===== config.mk =====
export PLATFORM = sky130hd
export DESIGN_NAME = fp_mul_round_pack
export DESIGN_NICKNAME = d
export VERILOG_FILES = /design/src/rtl/fpu_pkg.sv /design/src/rtl/fp_round_rne.sv /design/src/rtl/fp_mul_round_pack.sv
export SDC_FILE = /design/constraint.sdc
export NUM_CORES = 1
export LEC_CHECK = 0
export BUFFER_PORTS_ARGS = -buffer_cell sky130_fd_sc_hd__clkbuf_2
export CELL_PAD_IN_SITES_DETAIL_PLACEMENT = 0
export CELL_PAD_IN_SITES_GLOBAL_PLACEMENT = 1
export CORE_MARGIN = 2
export CORE_UTILIZATION = 44
export CTS_CLUSTER_DIAMETER = 120
export CTS_CLUSTER_SIZE = 20
export DETAILED_ROUTE_END_ITERATION = 10
export MAX_ROUTING_LAYER = met4
export PLACE_DENSITY_LB_ADDON = 0.25
export SYNTH_ARGS = -nofsm -noshare
export SYNTH_HDL_FRONTEND = slang
export SYNTH_HIERARCHICAL = 1
export SYNTH_SLANG_ARGS = --single-unit

===== constraint.sdc =====
create_clock -name clk -period 10.27 [get_ports clk]
set_input_delay 3.081 -clock clk [delete_from_list [all_inputs] [get_ports clk]]
set_output_delay 3.081 -clock clk [all_outputs]
set_load 0.05 [all_outputs]

===== src/rtl/fpu_pkg.sv =====
// Shared single-precision FPU constants, flag bit positions and rounding modes.
// Latency: none (declarations only).
// Backpressure: not applicable.
package fpu_pkg;

    localparam int          FP_EXP_BIAS = 127;
    localparam logic [7:0]  FP_EXP_MAX  = 8'hFF;
    localparam logic [31:0] FP_QNAN     = 32'h7FC0_0000;

    // Bit positions inside the 4-bit {invalid, overflow, underflow, inexact} flag word
    localparam int FLAG_INVALID   = 3;
    localparam int FLAG_OVERFLOW  = 2;
    localparam int FLAG_UNDERFLOW = 1;
    localparam int FLAG_INEXACT   = 0;

    typedef enum logic [1:0] {
        RND_RNE = 2'b00,
        RND_RTZ = 2'b01,
        RND_RUP = 2'b10,
        RND_RDN = 2'b11
    } rnd_mode_t;

endpackage


===== src/rtl/fp_round_rne.sv =====
// Rounds a 23-bit fraction using guard/sticky bits under the selected rounding mode.
// Latency: purely combinational.
// Backpressure: none; the caller owns all handshaking.
module fp_round_rne
    import fpu_pkg::*;
(
    input  logic [22:0] m,
    input  logic        g,
    input  logic        s,
    input  logic        sign,
    input  rnd_mode_t   mode,
    output logic [22:0] m_rnd,
    output logic        carry,
    output logic        inexact
);

    logic inc;

    // Pick the increment for the mode, then add it with carry-out into the exponent
    always_comb begin
        inc = 1'b0;
        case (mode)
            RND_RNE: inc = g && (s || m[0]);
            RND_RTZ: inc = 1'b0;
            RND_RUP: inc = (g || s) && !sign;
            RND_RDN: inc = (g || s) && sign;
            default: inc = 1'b0;
        endcase
        {carry, m_rnd} = {1'b0, m} + {23'd0, inc};
        inexact        = g || s;
    end

endmodule


===== src/rtl/fp_mul_round_pack.sv =====
// Normalises, rounds and packs a raw FP multiply product into binary32 with IEEE flags.
// Latency: 2 cycles input transfer to out_valid, 1 result per cycle, order preserved.
// Backpressure: out_ready low holds the output; in_ready = !s1_valid || (!out_valid || out_ready). Optional FP_ROUND_MODES_EN adds rnd_mode.
module fp_mul_round_pack
    import fpu_pkg::*;
#(
    parameter int XLEN  = 32,
    parameter int EXPW  = 10,
    parameter int MANTW = 48
) (
    input  logic                   clk,
    input  logic                   rst,
    input  logic                   in_valid,
    output logic                   in_ready,
    input  logic                   in_sign,
    input  logic signed [EXPW-1:0] in_exp,
    input  logic [MANTW-1:0]       in_mant,
    input  logic                   in_zero,
    input  logic                   in_inf,
    input  logic                   in_nan,
`ifdef FP_ROUND_MODES_EN
    input  logic [1:0]             rnd_mode,
`endif
    output logic                   out_valid,
    input  logic                   out_ready,
    output logic [XLEN-1:0]        out_result,
    output logic [3:0]             out_flags
);

    // One extra bit so in_exp+1 and the rounding carry can never wrap
    localparam int EW = EXPW + 1;
    localparam logic signed [EW-1:0] E_OVF  = EW'(255);
    localparam logic signed [EW-1:0] E_ZERO = '0;

    logic                 s1_adv;
    logic                 s1_valid;
    logic                 s1_sign, s1_g, s1_s, s1_zero, s1_inf, s1_nan;
    logic [22:0]          s1_m;
    logic signed [EW-1:0] s1_e;
    rnd_mode_t            s1_mode;

    logic [22:0]          n_m;
    logic                 n_g, n_s;
    logic signed [EW-1:0] n_e;

    logic [22:0]          r_m;
    logic                 r_carry, r_inexact;
    logic signed [EW-1:0] e_r;
    logic [XLEN-1:0]      res;
    logic [3:0]           flg;
    logic                 to_finite;

    assign s1_adv   = !out_valid || out_ready;
    assign in_ready = !s1_valid || s1_adv;

    // Normalise: product is in [1,4), so pick the 23 fraction bits below the leading one
    always_comb begin
        if (in_mant[47]) begin
            n_m = in_mant[46:24];
            n_g = in_mant[23];
            n_s = |in_mant[22:0];
            n_e = {in_exp[EXPW-1], in_exp} + EW'(1);
        end else begin
            n_m = in_mant[45:23];
            n_g = in_mant[22];
            n_s = |in_mant[21:0];
            n_e = {in_exp[EXPW-1], in_exp};
        end
    end

    // Stage 1 register: accepts a new beat whenever it is empty or draining
    always_ff @(posedge clk) begin
        if (rst) begin
            s1_valid <= 1'b0;
        end else if (in_ready) begin
            s1_valid <= in_valid;
            if (in_valid) begin
                s1_m    <= n_m;
                s1_g    <= n_g;
                s1_s    <= n_s;
                s1_e    <= n_e;
                s1_sign <= in_sign;
                s1_zero <= in_zero;
                s1_inf  <= in_inf;
                s1_nan  <= in_nan;
            end
        end
    end

`ifdef FP_ROUND_MODES_EN
    // Rounding mode travels with its beat
    always_ff @(posedge clk) begin
        if (in_ready && in_valid) begin
            s1_mode <= rnd_mode_t'(rnd_mode);
        end
    end
    assign to_finite = (s1_mode == RND_RTZ) ||
                       (s1_mode == RND_RUP && s1_sign) ||
                       (s1_mode == RND_RDN && !s1_sign);
`else
    assign s1_mode   = RND_RNE;
    assign to_finite = 1'b0;
`endif

    fp_round_rne u_round (
        .m       (s1_m),
        .g       (s1_g),
        .s       (s1_s),
        .sign    (s1_sign),
        .mode    (s1_mode),
        .m_rnd   (r_m),
        .carry   (r_carry),
        .inexact (r_inexact)
    );

    // A fraction carry leaves m at zero (1.111.. -> 10.000..), so only e moves
    assign e_r = s1_e + {{(EW-1){1'b0}}, r_carry};

    // Special operands first, then exponent range, then the normal packed result
    always_comb begin
        res = {s1_sign, e_r[7:0], r_m};
        flg = 4'b0000;
        flg[FLAG_INEXACT] = r_inexact;
        if (s1_nan || (s1_inf && s1_zero)) begin
            res = FP_QNAN;
            flg = 4'b0000;
            flg[FLAG_INVALID] = 1'b1;
        end else if (s1_inf) begin
            res = {s1_sign, FP_EXP_MAX, 23'd0};
            flg = 4'b0000;
        end else if (s1_zero) begin
            res = {s1_sign, 31'd0};
            flg = 4'b0000;
        end else if (e_r >= E_OVF) begin
            res = to_finite ? {s1_sign, 8'hFE, {23{1'b1}}} : {s1_sign, FP_EXP_MAX, 23'd0};
            flg = 4'b0000;
            flg[FLAG_OVERFLOW] = 1'b1;
            flg[FLAG_INEXACT]  = 1'b1;
        end else if (e_r <= E_ZERO) begin
            res = {s1_sign, 31'd0};
            flg = 4'b0000;
            flg[FLAG_UNDERFLOW] = 1'b1;
            flg[FLAG_INEXACT]   = 1'b1;
        end
    end

    // Stage 2 / output register: holds while the consumer stalls
    always_ff @(posedge clk) begin
        if (rst) begin
            out_valid  <= 1'b0;
            out_result <= '0;
            out_flags  <= '0;
        end else if (s1_adv) begin
            out_valid <= s1_valid;
            if (s1_valid) begin
                out_result <= res;
                out_flags  <= flg;
            end
        end
    end

endmodule


* Word level (Yosys, flattened, before mapping) *
Cells that the tools add are included.

word-level totals
  bits of input ports = 66
  memory bits (read-only) = 0
  memories = 0
  output and inout bits = 38
  bits in writable memories = 0
  bits in latches = 0
  word-level logic and storage cells = 45
  register bits = 78

cells by class
  add/sub/neg operators = 3
  bitwise operators = 1
  reductions and logical operators = 13
  magnitude comparators = 2
  shift-type cells = 0
  divide/modulo/power cells = 0
  $mul = 0
  equal/unequal tests = 0
  mux-type cells = 14

operator list
  operator                                                         number
  two-way mux 31 bit                                               4
  two-way mux 32 bit                                               1
  adder 23 x 1 -> 24 bit                                           1
  two-way mux 23 bit                                               1
  OR reduction 23 bit                                              1
  OR reduction 22 bit                                              1
  adder 10 x 2 -> 11 bit, second input constant                    1
  adder 11 x 1 -> 11 bit                                           1
  >= comparator 11 x 9 -> 1 bit, second input constant             1
  less-or-equal comparator 11 x 1 -> 1 bit, second input constant  1
  two-way mux 11 bit                                               1
  two-way mux 3 bit                                                3
  logical OR 1 bit                                                 5
  two-way mux 4 bit                                                1
  AND reduction 3 bit                                              1
  logical AND 1 bit                                                2
  logical NOT 1 bit                                                2
  two-way mux 1 bit                                                2
  two-way mux 2 bit                                                1
  AND reduction 2 bit                                              1
  inverter 1 bit                                                   1

* Logic depth before layout (Yosys ltp) *
  depth in word-level cells = 10
  depth in mapped cells = 16
  gate-level depth less buffers = 15

* Cells and area by module *
Netlist, hierarchy kept.

by module, submodules not included
  module             seq. area each (um^2)  cells an instance  area an instance (um^2)  instances
  fp_mul_round_pack  1961.9                 270                3427.0                   1
  fp_round_rne       0.0                    73                 505.5                    1

* Worst setup path before layout *
No wires, ideal clock.

  kind = in2out
  from = input port out_ready
  to = output port in_ready
  buffers on the path = 0
  stages = 2
  required time = 7.189 ns
  slack = 3.682 ns
  arrival = 3.507 ns
  path through = nor2b_4 -> nand2_1

between the ends
  cells in the longest elaborated chain, start to end = 2

ends and longest elaborated chain
  what              RTL line                 RTL
  from (decl)       fp_mul_round_pack.sv:25  input logic out_ready,
  logical OR 1 bit  fp_mul_round_pack.sv:53  assign s1_adv = !out_valid || out_ready;
  logical OR 1 bit  fp_mul_round_pack.sv:54  assign in_ready = !s1_valid || s1_adv;
  to (decl)         fp_mul_round_pack.sv:14  output logic in_ready,

No other way between the ends.

* Final worst setup path *
Ends and elaborated chain as after synthesis.

==> results.md <==
- Layout cell share with drive strength beyond 1: 35.7%
- Arrival time worst endpoint: 3.63 ns
- DR vias/cell: 5.35
- Final total power: 0.648 mW
- Die H: 98.5 um
- Number of flops mapped to enable cells by yosys: 40
- Pleak: 1.85 nW
- RD Place Congestion: 0.805
- Post-CTS resize count: 0
- Sw power: 0.163 mW
- Clk_skew: 0.0124 ns
- Fin nets: 521
- P_int: 0.484 mW
- Post-synth top area share: 30.5%
- Hold WC Path Type: register to register
- TritonCTS clock tree: yes
- Initial DRC Count: 112
- Mean Syn Cell Area: 11.5 sq um
- PD cells: 138 nW/um^2
- Max Transition Viols Final: 0
- Final Instance Area: 4710 sq um
- Crit-path max FO: 5
- Commonest cells post-synth: edfxtp_1, dfxtp_1, nor2_1
- Clock network fraction of total power: 34.1%
- Crit path capture: in_ready
- WP data required: 7.19 ns
- GRT overflow: 0
- Die width: 98.5 um
- Net Sw Frac: 25.2%
- Outcome: finished clean
- Syn Std Cell Area: 3930 sq um
- Number of distinct library cells after synthesis: 55
- R2r endpoint: out_result[3]
- Reg power frac: 54.4%
- Max H-tree Level: 3
- Post-synthesis sequential area ratio: 49.9%
- Hold Vio Cnt, Final: 0
- I/O pins: 104
- MaxCap Viol Count: 0
- Post-placement cell area: 4520 sq um
- R2R Setup Slk: 5.67 ns
- Via Count: 3,007
- Total track usage: 18.4%
- Synth area leader: edfxtp_1
- Post-CTS setup buffer count: 0
- Setup TNS: 0 ns
- DRC Markers: 0
- Final Setup Violations: 0
- Ys flop type: edfxtp_1
- VDD IR max: 0.0606 mV
- Tcrit/Tclk final: 65.4%
- Post-Place Worst Slack: 3.55 ns
- Gate Count Post-Synth: 343
- WL/cell: 14.9 um
- Root buf cell: clkbuf_8
- Detail Placement HPWL: 6460 um
- First-pass DRT Iterations: 4
- Hold-fix buffers, CTS: 0
- Async set-reset flop share out of synthesis: 0%
- Least-Margin Pin Slew: 0.908 ns
- Row count: 34
- Unrepaired setup endpoints after global routing: false
- Drt total wl: 8400 um
- Core Region: 8680 sq um
- DRT antenna net count: 0
- Worst skew pair latency: 0.34 ns
- Worst r2r path cells: 15
- Reg2reg start: s1_m[0]
- Initial core utilization: 45.3%
- Layout area overhead: 19.7%
- Vias in the first global route: 2,891
- First-pass GRT wire length: 14,100 um
- Number of diodes: 0
- CP Launch Point: out_ready
- Yosys warning count: 6
- Port Buf Inserts: 103
- CTS Sinks: 78
- Critical path class: input pin to output pin
- Setup slack after layout: 3.56 ns
- Clk slew on worst S/H paths: 0.07 ns
- Most frequent cell after synthesis: edfxtp_1
- CTS max path bufs: 2
- Largest net degree at the start of global routing: 41
- Final min period: 6.71 ns
- Max-slew headroom: 39.5%
- Initial antenna violation count: 0
- Num CTS Buffers: 9
- Combinational share of power: 11.6%
- Worst setup EP type: output pin
- Fin cells: 562
- Cell count after placement: 546
- Synth top area cells: edfxtp_1, dfxtp_1, mux2_2, xnor2_1, a22o_1
- Type of origin of the critical path: input pin
- Total die area: 9710 sq um
- Synth Register Bits: 78
- Fmax: 149 MHz
==> through the flow <==
| step | utilization [%] | hold WS, ns |
|---|---|---|
| after global placement | 52.0 | 0.464 |
| after detailed placement | 52.0 | 0.459 |
| after CTS | 54.2 | 0.470 |
| final | 54.2 | 0.472 |
| after global routing | 54.2 | 0.486 |
| after floorplan | - | 0.484 |
==> cell type report <==
cell class,instances,area (sq um)
clock inverter,6,62.6
timing repair buffer,104,523
multi-input combinational,254,1890
fill,801,3970
sequential,78,1960
clock buffer,10,128
inverter,2,7.51
tap,108,135
==> power groups by stage <==
stage	clock, mW	sequential (mW)	combinational [mW]
floorplan	0	0.368	0.0387
global placement	0	0.359	0.0736
detailed placement	0	0.359	0.0749
CTS	0.226	0.352	0.0754
global route	0.240	0.354	0.0822
finish	0.221	0.352	0.0749
==> worst min path at each step <==
stage                       startpoint              to  slack, ns  cells after the start
after floorplan                s1_sign  out_result[31]       0.48                      2
after global placement    out_flags[0]    out_flags[0]       0.46                      2
after detailed placement  out_flags[0]    out_flags[0]       0.46                      2
after CTS                 out_flags[0]    out_flags[0]       0.47                      2
after global routing      out_flags[0]    out_flags[0]       0.49                      2
final                     out_flags[0]    out_flags[0]       0.47                      2
==> flip-flops by register name, indices dropped and copies added (netlist names) <==
| name | count |
|---|---|
| s1_e | 11 |
| out_result | 32 |
| s1_s | 1 |
| s1_zero | 1 |
| s1_sign | 1 |
| s1_valid | 1 |
| s1_m | 23 |
| s1_nan | 1 |
| out_flags | 4 |
| out_valid | 1 |
| s1_g | 1 |
| s1_inf | 1 |
==> routing by layer <==
| metal | vias up | GRT usage, % | wire length [um] |
|---|---|---|---|
| li1 | 1502 | - | - |
| met1 | 1396 | 24.5 | 3920 |
| met2 | 103 | 28.7 | 3940 |
| met3 | 6 | 3.12 | 481 |
| met4 | 0 | 6.43 | 59 |
| met5 | - | - | 0 |
==> worst max-delay path, stage by stage <==
cell and delay, ns:
clkbuf_2 0.10, nor2b_4 0.14, nand2_1 0.07, clkbuf_2 0.24
==> placed cells by master (no fill, tap or decap), types with 3 or more instances in the layout <==
cell      synthesis  final
a211oi_1          5      5
a21oi_1           4      4
a22o_1           23     23
and3_1            3      3
clkbuf_2          1    103
clkbuf_8          0      9
conb_1            1      5
dfxtp_1          38     38
edfxtp_1         40     40
ha_1              6      6
mux2_2           25     25
nand2_1          25     25
nand3_1          16     16
nand4_1           9      9
nor2_1           31     31
nor3_1           12     12
nor4_1            8      8
o21ai_1           4      4
o32ai_1           5      5
xnor2_1          25     25
xor2_1           11     11
==> cell families after synthesis <==
group | share of synthesized area (%)
AO/OA/AOI/OAI | 12.1
XOR/XNOR | 8.02
adder cells (fa/ha/maj) | 1.91
buffers and inverters | 2.48
flip-flops | 49.9
multiplexers | 7.16
other | 0.0954
AND/OR/NAND/NOR | 18.4
No activity file was read; power rests on OpenSTA's default activity.
